$ cat config.mk
export PLATFORM = sky130hd
export DESIGN_NAME = ctrl_phase_sequencer_flat
export DESIGN_NICKNAME = d
export VERILOG_FILES = /design/src/rtl/ctrl_phase_sequencer_if.sv /design/src/rtl/ctrl_phase_sequencer.sv /design/src/flat_wrapper.sv
export SDC_FILE = /design/constraint.sdc
export NUM_CORES = 1
export LEC_CHECK = 0
export ABC_AREA = 1
export CORE_MARGIN = 8
export CORE_UTILIZATION = 48
export DETAILED_ROUTE_END_ITERATION = 10
export HOLD_SLACK_MARGIN = 0.02
export PLACE_DENSITY_LB_ADDON = 0.3
export SYNTH_ARGS = -nofsm -noshare
export SYNTH_HDL_FRONTEND = slang
export SYNTH_SLANG_ARGS = --single-unit
$ cat constraint.sdc
create_clock -name clk -period 2.97 [get_ports clk]
set_input_delay 0.594 -clock clk [delete_from_list [all_inputs] [get_ports clk]]
set_output_delay 0.594 -clock clk [all_outputs]
set_load 0.05 [all_outputs]
$ cat src/rtl/ctrl_phase_sequencer_if.sv
// Bundle between the run counter/controller and the phase sequencer of the systolic array.
// The master drives the counter view; the slave (the sequencer) drives phase, strobes and row addresses.
interface ctrl_phase_sequencer_if #(
   parameter int CNT_W  = 9,
   parameter int ADDR_W = 7
);
   logic              start;
   logic [CNT_W-1:0]  state_count;
   logic              end_signal;
   logic [2:0]        phase;
   logic              busy;
   logic              w_load_en;
   logic [ADDR_W-1:0] w_row_addr;
   logic              act_feed_en;
   logic [ADDR_W-1:0] act_row_addr;
   logic              acc_clear;
   logic              drain_en;
   logic [ADDR_W-1:0] drain_row;
   logic              done;
   logic              seq_err;

   modport master (
      output start, state_count, end_signal,
      input  phase, busy, w_load_en, w_row_addr, act_feed_en, act_row_addr,
             acc_clear, drain_en, drain_row, done, seq_err
   );

   modport slave (
      input  start, state_count, end_signal,
      output phase, busy, w_load_en, w_row_addr, act_feed_en, act_row_addr,
             acc_clear, drain_en, drain_row, done, seq_err
   );
endinterface

$ cat src/rtl/ctrl_phase_sequencer.sv
// Decodes the run counter into LOAD/FEED/DRAIN phases with registered strobes, row addresses and a done pulse.
// Define CTRL_SEQ_CHECK_EN to compile the sticky counter-sequence checker behind seq_err.
module ctrl_phase_sequencer #(
   parameter int N      = 128,
   parameter int CNT_W  = 9,
   parameter int ADDR_W = 7
) (
   input logic clk,
   input logic rst,
   ctrl_phase_sequencer_if.slave bus
);

   typedef enum logic [2:0] {
      PH_IDLE  = 3'd0,
      PH_LOAD  = 3'd1,
      PH_FEED  = 3'd2,
      PH_DRAIN = 3'd3,
      PH_DONE  = 3'd4
   } phase_t;

   localparam logic [CNT_W-1:0] L_N  = CNT_W'(N);
   localparam logic [CNT_W-1:0] L_2N = CNT_W'(2 * N);
   localparam logic [CNT_W-1:0] L_3N = CNT_W'(3 * N);

   phase_t            r_phase, w_phase_next;
   logic              r_end_d;
   logic              r_busy, w_busy_next;
   logic              r_load_en, w_load_en_next;
   logic [ADDR_W-1:0] r_load_addr, w_load_addr_next;
   logic              r_feed_en, w_feed_en_next;
   logic [ADDR_W-1:0] r_feed_addr, w_feed_addr_next;
   logic              r_acc_clear, w_acc_clear_next;
   logic              r_drain_en, w_drain_en_next;
   logic [ADDR_W-1:0] r_drain_addr, w_drain_addr_next;
   logic              r_done, w_done_next;

   logic              w_run, w_end_rise;
   logic [CNT_W-1:0]  w_sc, w_feed_off, w_drain_off;

   assign w_sc        = bus.state_count;
   assign w_run       = bus.start & ~bus.end_signal;
   assign w_end_rise  = bus.end_signal & ~r_end_d;
   assign w_feed_off  = w_sc - L_N;
   assign w_drain_off = w_sc - L_2N;

   // Everything holds by default so a pause or an illegal count freezes phase and addresses.
   always_comb begin
      w_phase_next      = r_phase;
      w_load_en_next    = 1'b0;
      w_load_addr_next  = r_load_addr;
      w_feed_en_next    = 1'b0;
      w_feed_addr_next  = r_feed_addr;
      w_acc_clear_next  = 1'b0;
      w_drain_en_next   = 1'b0;
      w_drain_addr_next = r_drain_addr;
      w_done_next       = 1'b0;

      if (w_end_rise) begin
         w_phase_next = PH_DONE;
         w_done_next  = 1'b1;
      end else if (r_phase == PH_DONE) begin
         if (!bus.end_signal && !bus.start)
            w_phase_next = PH_IDLE;
      end else if (w_run) begin
         if (w_sc < L_N) begin
            w_phase_next     = PH_LOAD;
            w_load_en_next   = 1'b1;
            w_load_addr_next = w_sc[ADDR_W-1:0];
         end else if (w_sc < L_2N) begin
            w_phase_next     = PH_FEED;
            w_feed_en_next   = 1'b1;
            w_feed_addr_next = w_feed_off[ADDR_W-1:0];
            w_acc_clear_next = (w_sc == L_N);
         end else if (w_sc < L_3N) begin
            w_phase_next      = PH_DRAIN;
            w_drain_en_next   = 1'b1;
            w_drain_addr_next = w_drain_off[ADDR_W-1:0];
         end
      end

      w_busy_next = (w_phase_next == PH_LOAD) || (w_phase_next == PH_FEED) ||
                    (w_phase_next == PH_DRAIN);
   end

   always_ff @(posedge clk or posedge rst) begin
      if (rst) begin
         r_phase      <= PH_IDLE;
         r_end_d      <= 1'b0;
         r_busy       <= 1'b0;
         r_load_en    <= 1'b0;
         r_load_addr  <= '0;
         r_feed_en    <= 1'b0;
         r_feed_addr  <= '0;
         r_acc_clear  <= 1'b0;
         r_drain_en   <= 1'b0;
         r_drain_addr <= '0;
         r_done       <= 1'b0;
      end else begin
         r_phase      <= w_phase_next;
         r_end_d      <= bus.end_signal;
         r_busy       <= w_busy_next;
         r_load_en    <= w_load_en_next;
         r_load_addr  <= w_load_addr_next;
         r_feed_en    <= w_feed_en_next;
         r_feed_addr  <= w_feed_addr_next;
         r_acc_clear  <= w_acc_clear_next;
         r_drain_en   <= w_drain_en_next;
         r_drain_addr <= w_drain_addr_next;
         r_done       <= w_done_next;
      end
   end

   assign bus.phase        = r_phase;
   assign bus.busy         = r_busy;
   assign bus.w_load_en    = r_load_en;
   assign bus.w_row_addr   = r_load_addr;
   assign bus.act_feed_en  = r_feed_en;
   assign bus.act_row_addr = r_feed_addr;
   assign bus.acc_clear    = r_acc_clear;
   assign bus.drain_en     = r_drain_en;
   assign bus.drain_row    = r_drain_addr;
   assign bus.done         = r_done;

`ifdef CTRL_SEQ_CHECK_EN
   logic [CNT_W-1:0] r_sc_prev;
   logic             r_run_prev;
   logic             r_seq_err;
   logic             w_seq_fault;

   // The first paused cycle still shows the counter's final increment, so the frozen check waits one cycle.
   always_comb begin
      w_seq_fault = (w_run && r_run_prev && (w_sc != r_sc_prev + CNT_W'(1))) ||
                    (!w_run && !r_run_prev && (r_phase != PH_DONE) && (w_sc != r_sc_prev)) ||
                    (w_run && (w_sc >= L_3N));
   end

   always_ff @(posedge clk or posedge rst) begin
      if (rst) begin
         r_sc_prev  <= '0;
         r_run_prev <= 1'b0;
         r_seq_err  <= 1'b0;
      end else begin
         r_sc_prev  <= w_sc;
         r_run_prev <= w_run;
         r_seq_err  <= r_seq_err | w_seq_fault;
      end
   end

   assign bus.seq_err = r_seq_err;
`else
   assign bus.seq_err = 1'b0;
`endif

endmodule
$ cat src/flat_wrapper.sv
// flat-port wrapper written by rule: the top's interface ports become plain ports
module ctrl_phase_sequencer_flat 
#(
   parameter int N      = 128,
   parameter int CNT_W  = 9,
   parameter int ADDR_W = 7
)
  (clk, rst, bus_start, bus_state_count, bus_end_signal, bus_phase, bus_busy, bus_w_load_en, bus_w_row_addr, bus_act_feed_en, bus_act_row_addr, bus_acc_clear, bus_drain_en, bus_drain_row, bus_done, bus_seq_err);
  ctrl_phase_sequencer_if #(.CNT_W(CNT_W), .ADDR_W(ADDR_W)) bus_i ();
  input logic clk;
  input logic rst;
  input wire logic [$bits(bus_i.start)-1:0] bus_start;
  input wire logic [$bits(bus_i.state_count)-1:0] bus_state_count;
  input wire logic [$bits(bus_i.end_signal)-1:0] bus_end_signal;
  output wire logic [$bits(bus_i.phase)-1:0] bus_phase;
  output wire logic [$bits(bus_i.busy)-1:0] bus_busy;
  output wire logic [$bits(bus_i.w_load_en)-1:0] bus_w_load_en;
  output wire logic [$bits(bus_i.w_row_addr)-1:0] bus_w_row_addr;
  output wire logic [$bits(bus_i.act_feed_en)-1:0] bus_act_feed_en;
  output wire logic [$bits(bus_i.act_row_addr)-1:0] bus_act_row_addr;
  output wire logic [$bits(bus_i.acc_clear)-1:0] bus_acc_clear;
  output wire logic [$bits(bus_i.drain_en)-1:0] bus_drain_en;
  output wire logic [$bits(bus_i.drain_row)-1:0] bus_drain_row;
  output wire logic [$bits(bus_i.done)-1:0] bus_done;
  output wire logic [$bits(bus_i.seq_err)-1:0] bus_seq_err;
  assign bus_i.start = bus_start;
  assign bus_i.state_count = bus_state_count;
  assign bus_i.end_signal = bus_end_signal;
  assign bus_phase = bus_i.phase;
  assign bus_busy = bus_i.busy;
  assign bus_w_load_en = bus_i.w_load_en;
  assign bus_w_row_addr = bus_i.w_row_addr;
  assign bus_act_feed_en = bus_i.act_feed_en;
  assign bus_act_row_addr = bus_i.act_row_addr;
  assign bus_acc_clear = bus_i.acc_clear;
  assign bus_drain_en = bus_i.drain_en;
  assign bus_drain_row = bus_i.drain_row;
  assign bus_done = bus_i.done;
  assign bus_seq_err = bus_i.seq_err;
  ctrl_phase_sequencer #(.N(N), .CNT_W(CNT_W), .ADDR_W(ADDR_W)) u_core (.clk(clk), .rst(rst), .bus(bus_i));
endmodule
==> flow_summary_export.csv, run 1 <==
group,metric,value,unit
synthesis,synth_cell_types,22,
detailed_routing,wire_per_inst,15.2,µm
power,p_comb_share,54.2,%
placed_design,place_congestion,0.805,
cells_and_area,antennaDiodeCount,0,
synthesis,synth_area_leaders,"dfrtp_1, nand2_1, o21ai_1",
cells_and_area,finalNetCount,199,
placed_design,portBuffers,42,
detailed_routing,detail_route.vias_per_cell,4.93,
timing,rsz0062_at_grt,"false",
timing,max_freq,458,MHz
timing,tightest_slew,0.515,ns
global_routing,grt_max_degree,32,
detailed_routing,routed-via-count,1055,
cts,clk_path_buf_depth,2,
cts,post_cts_buffers,0,
worst_setup_path,crit_chain,"clkdlybuf4s50_1",
cells_and_area,drive_above_1_share,10.9,%
worst_setup_path,cp_num_buf_inv,1,
die,core-area,2690,µm²
die,die_w,68.6,µm
cells_and_area,fill_cells,226,
die,ioPinCount,44,
power,total_power,2.27,mW
synthesis,seq_area_frac_synth,58.4,%
cells_and_area,final_cell_mix,"clkdlybuf4s50_1, dfrtp_1, nand2_1",
worst_setup_path,critPathTopFamily,"buffers and inverters",
worst_setup_path,crit_path_max_fanout,4,
die,fp-row-count,19,
synthesis,synth_area_leader_cell,"dfrtp_1",
timing,skew,0.00838,ns
synthesis,synth_area,1330,µm²
global_routing,track_usage,15.4,%
detailed_routing,drcViolationCount,0,
timing,relSlewSlack,65.5,%
synthesis,syn_area_per_cell,9.76,µm²
synthesis,syn_nets,153,
power,peakVddDrop,0.884,mV
cts,postCtsHoldBufs,0,
cells_and_area,fin_cells,214,
synthesis,synth_seq_cells,31,
timing,timing.final.crit_share,73.6,%
cts,path_clk_slew,0.09,ns
worst_setup_path,slowest_stage,"clkdlybuf4s50_1",
worst_setup_path,crit_type,"reg2out",
die,die_h,68.6,µm
cts,cts_tree,"done",
cells_and_area,area_growth,39.5,%
timing,tns,0,ns
detailed_routing,first_pass_iters,4,
cts,cts_num_sinks,31,
detailed_routing,drtIter0Drc,17,
worst_setup_path,required,2.38,ns
power,seqPwrFrac,30.5,%
synthesis,synth_top_area_share,58.4,%
cts,cts-root-buf,"clkbuf_4",
worst_setup_path,start_kind,"flop",
power,switching_share,48.2,%
synthesis,syn_inst,136,
power,power_leakage,0.915,nW
global_routing,antenna_found_initial,0,
cts,cts_buffers,5,
die,die-area,4700,µm²
timing,setup_viol,0,
power,intPower,1.18,mW
power,clkPwrFrac,15.2,%
timing,hold_violations,0,
worst_setup_path,cp.arrival,1.59,ns
job,cap_violations,0,
cts,post_cts_resized,0,
worst_setup_path,crit_cells,1,
timing,period_needed,2.18,ns
worst_hold_path,holdCritPathClass,"reg2reg",
worst_setup_path,rr_worst_depth,5,
global_routing,grt_pass1_vias,1118,
synthesis,yosys_warnings,0,
timing,whs,0.452,ns
global_routing,grt-ovfl-total,0,
worst_setup_path,cpPeakStageDelay,0.83,ns
worst_hold_path,whs_path_depth,1,
cts,clkLatencyLatePin,0.34,ns
timing,setup_slack,0.786,ns
detailed_routing,ant_nets,0,
power,power_density,1230,nW/µm²
cts,cts_htree_levels,2,
placed_design,placed_cells,206,
cells_and_area,ff_latch_area,776,µm²
worst_setup_path,worstSetupEndpointType,"output port",
placed_design,hpwl,2490,µm
detailed_routing,wl,3240,µm
global_routing,grt_pass1_wl,5300,µm
cells_and_area,multi_input_area,448,µm²
power,p_sw,1.10,mW
die,initial_core_util,49.4,%
placed_design,place_ws,0.733,ns
status,status,"complete, no violations",
cells_and_area,final_common_cell,"clkdlybuf4s50_1",
timing,final_max_slew_viol_count,0,
[metrics by stage]
stage	utilization, %	instance area (µm²)
floorplan	-	1330
finish	68.9	1850
CTS	68.9	1850
global placement	65.7	1770
global route	68.9	1850
detailed placement	65.7	1770
[final timing paths]
path                                startpoint                       end  slack [ns]
setup / recovery           u_core.bus.phase[2]              bus_phase[2]        0.79
hold / removal                  u_core.r_end_d           u_core.bus.done        0.45
setup reg to reg           u_core.bus.phase[1]  u_core.bus.w_row_addr[5]        1.66
hold reg to reg                 u_core.r_end_d           u_core.bus.done        0.45
max in group asynchronous                  rst       u_core.bus.drain_en        2.07
min in group asynchronous                  rst    u_core.bus.act_feed_en        0.61
[sequential cells by signal (all words and copies together) (netlist names), 3 cells and up]
register and flops:
u_core.bus.act_row_addr 7, u_core.bus.drain_row 7, u_core.bus.phase 3, u_core.bus.w_row_addr 7
[routing by layer]
metal / GRT usage, % / share of wire, % / vias up
met5: 0 / 0 / -
met4: 9.97 / 2.2 / 0
met3: 5.82 / 8.4 / 7
met2: 25.0 / 50 / 34
met1: 16.6 / 40 / 498
li1: - / - / 516
[final cells by class]
class                           instances  share of cell area (%)
Clock buffer                            6                    2.77
Inverter                               20                    4.05
Clock inverter                          2                    1.89
Timing Repair Buffer                   43                    23.1
Tap cell                               31                    2.09
Multi-Input combinational cell         81                    24.2
Sequential cell                        31                    41.9
[cells by family after synthesis]
logic type | Yosys count | synth area share (%)
and+or+nand+nor | 51 | 19.4
DFF | 31 | 58.4
AOI/OAI and AO/OA | 25 | 10.3
buffers and inverters | 24 | 7.82
adders and majority gates | 4 | 3.77
other | 1 | 0.282
[synth_stat cells]
library cell,number
nand2_1,23
buf_6,1
nand2_4,1
o21ai_1,15
ha_1,4
nor3_1,2
nor2_1,11
a21oi_2,3
nand3_2,3
o21ai_0,1
nand3_1,7
buf_2,2
nand4_1,1
a21oi_1,6
conb_1,1
dfrtp_1,31
inv_2,1
nor2_8,1
nand2_2,1
buf_4,1
nor2_4,1
inv_1,19
[power by group through the flow]
stage	clock (mW)	combinational, mW	sequential [mW]
after CTS	0.351	1.24	0.695
after global placement	0	1.22	0.689
after global routing	0.372	1.30	0.716
final	0.346	1.23	0.694
after detailed placement	0	1.24	0.698
after floorplan	0	0.225	1.28
[worst register-to-register path: stages, from the launching register on]
cell and delay (ns):
dfrtp_1 0.41, nor2_1 0.20, nand2_2 0.18, nand3_2 0.27, nand2_1 0.09, o21ai_1 0.08
Power figures use the tool's default switching activity.
==> run 2, diff against run 1 <==
Settings changed: CORE_UTILIZATION 48 to 45.
Clock period 2.97 ns to 2.07 ns, I/O delays scaled along.
==> run 2 against run 1 <==
  * Sequential cell count is the same
  * Via count shrank 0.38%
  * Clock skew shrank 0.0037 ns
  * Non-clock buffer count grew 1
  * Critical endpoint unchanged
  * Core utilization shrank 3.4 points
  * Register-to-register slack lost 0.91 ns
  * Cell count grew 0.47%
  * Die area grew 5.1%
  * Combinational power grew 44%
==> flow_summary_export.csv, run 2 (synthesis gave the netlist of run 1 again) <==
group,metric,value,unit
cts,cts_tree,"done",
cells_and_area,ff_latch_area,776,µm²
timing,setup_viol,0,
timing,rsz0062_at_grt,"false",
cts,clkLatencyLatePin,0.33,ns
placed_design,portBuffers,42,
detailed_routing,wire_per_inst,14.2,µm
global_routing,grt-ovfl-total,0,
detailed_routing,first_pass_iters,4,
cells_and_area,finalNetCount,200,
cts,path_clk_slew,0.09,ns
worst_setup_path,worstSetupEndpointType,"output port",
timing,skew,0.00467,ns
global_routing,grt_max_degree,32,
cells_and_area,area_growth,37.3,%
timing,final_max_slew_viol_count,0,
worst_setup_path,start_kind,"flop",
power,power_density,1690,nW/µm²
cells_and_area,drive_above_1_share,10.3,%
global_routing,grt_pass1_wl,5210,µm
global_routing,antenna_found_initial,0,
worst_setup_path,crit_type,"reg2out",
worst_setup_path,crit_path_max_fanout,4,
cts,post_cts_resized,0,
cells_and_area,fill_cells,236,
timing,hold_violations,0,
power,total_power,3.09,mW
detailed_routing,ant_nets,0,
cts,cts-root-buf,"clkbuf_4",
detailed_routing,detail_route.vias_per_cell,4.89,
cells_and_area,multi_input_area,448,µm²
timing,max_freq,500,MHz
worst_setup_path,required,1.66,ns
cells_and_area,antennaDiodeCount,0,
timing,tightest_slew,0.518,ns
die,die_w,70.3,µm
placed_design,hpwl,2310,µm
cts,cts_num_sinks,31,
status,status,"complete, no violations",
placed_design,place_congestion,0.811,
worst_setup_path,cp_num_buf_inv,1,
worst_setup_path,crit_chain,"clkdlybuf4s50_1",
worst_setup_path,cpPeakStageDelay,0.83,ns
cells_and_area,finalCoreUtilization,65.5,%
detailed_routing,wl,3050,µm
power,peakVddDrop,1.31,mV
global_routing,grt_pass1_vias,1089,
timing,timing.final.crit_share,96.7,%
cts,post_cts_buffers,0,
die,core-area,2780,µm²
detailed_routing,drtIter0Drc,39,
detailed_routing,drcViolationCount,0,
worst_setup_path,slowest_stage,"clkdlybuf4s50_1",
global_routing,track_usage,12.9,%
die,fp-row-count,19,
detailed_routing,routed-via-count,1051,
cells_and_area,final_cell_mix,"clkdlybuf4s50_1, dfrtp_1, nand2_1",
timing,relSlewSlack,65.4,%
die,ioPinCount,44,
cts,cts_htree_levels,2,
die,initial_core_util,47.7,%
worst_hold_path,holdCritPathClass,"in2async",
die,die_h,70.3,µm
cts,clk_path_buf_depth,2,
timing,tns,0,ns
job,cap_violations,0,
cts,cts_buffers,5,
worst_setup_path,critPathTopFamily,"buffers and inverters",
timing,period_needed,2.00,ns
die,die-area,4940,µm²
cts,postCtsHoldBufs,0,
power,power_leakage,0.901,nW
worst_setup_path,cp.arrival,1.59,ns
cells_and_area,final_common_cell,"clkdlybuf4s50_1",
==> run 2: where the power goes <==
group	switching (mW)	internal, mW	leakage, nW	total, mW
Sequential	0.142	0.844	0.389	0.986
Clock	0.200	0.132	0.0293	0.332
Combinational	1.21	0.560	0.483	1.77
Total	1.55	1.54	0.901	3.09
==> run 2: area by class of cell <==
cell class / count / area share (%)
clock buffers: 7 / 2.47
multi-input cells: 81 / 24.6
clock inverters: 1 / 0.275
repair buffers: 44 / 23.9
inverters: 20 / 4.12
well taps: 31 / 2.13
flip-flops and latches: 31 / 42.6
==> run 2: through the flow <==
stage | cells | hold WS (ns) | cell area [µm²] | setup WS (ns)
2_1_floorplan | 136 | 0.414 | 1330 | 0.605
3_3_place_gp | 207 | 0.431 | 1770 | 0.162
3_5_place_dp | 207 | 0.441 | 1770 | 0.121
4_1_cts | 215 | 0.461 | 1820 | 0.0487
5_1_grt | 215 | 0.470 | 1820 | 0.0269
6_report | 215 | 0.451 | 1820 | 0.0693
==> run 2: per-layer routing <==
layer	vias up	track usage [%]	routed length, µm
li1	521	-	-
met1	499	15.6	1320
met2	29	19.0	1450
met3	2	7.20	268
met4	0	4.02	14
met5	-	0	0
==> run 2: worst paths after layout <==
path                                startpoint                          to  slack, ns  cells after the start
min                                        rst              u_core.r_end_d       0.45                      3
max                        u_core.bus.phase[2]                bus_phase[2]       0.07                      1
min in group clk                u_core.r_end_d             u_core.bus.done       0.46                      1
min reg2reg                     u_core.r_end_d             u_core.bus.done       0.46                      1
max reg2reg                u_core.bus.phase[1]  u_core.bus.act_row_addr[4]       0.75                      5
max in group asynchronous                  rst         u_core.bus.phase[2]       1.34                      3
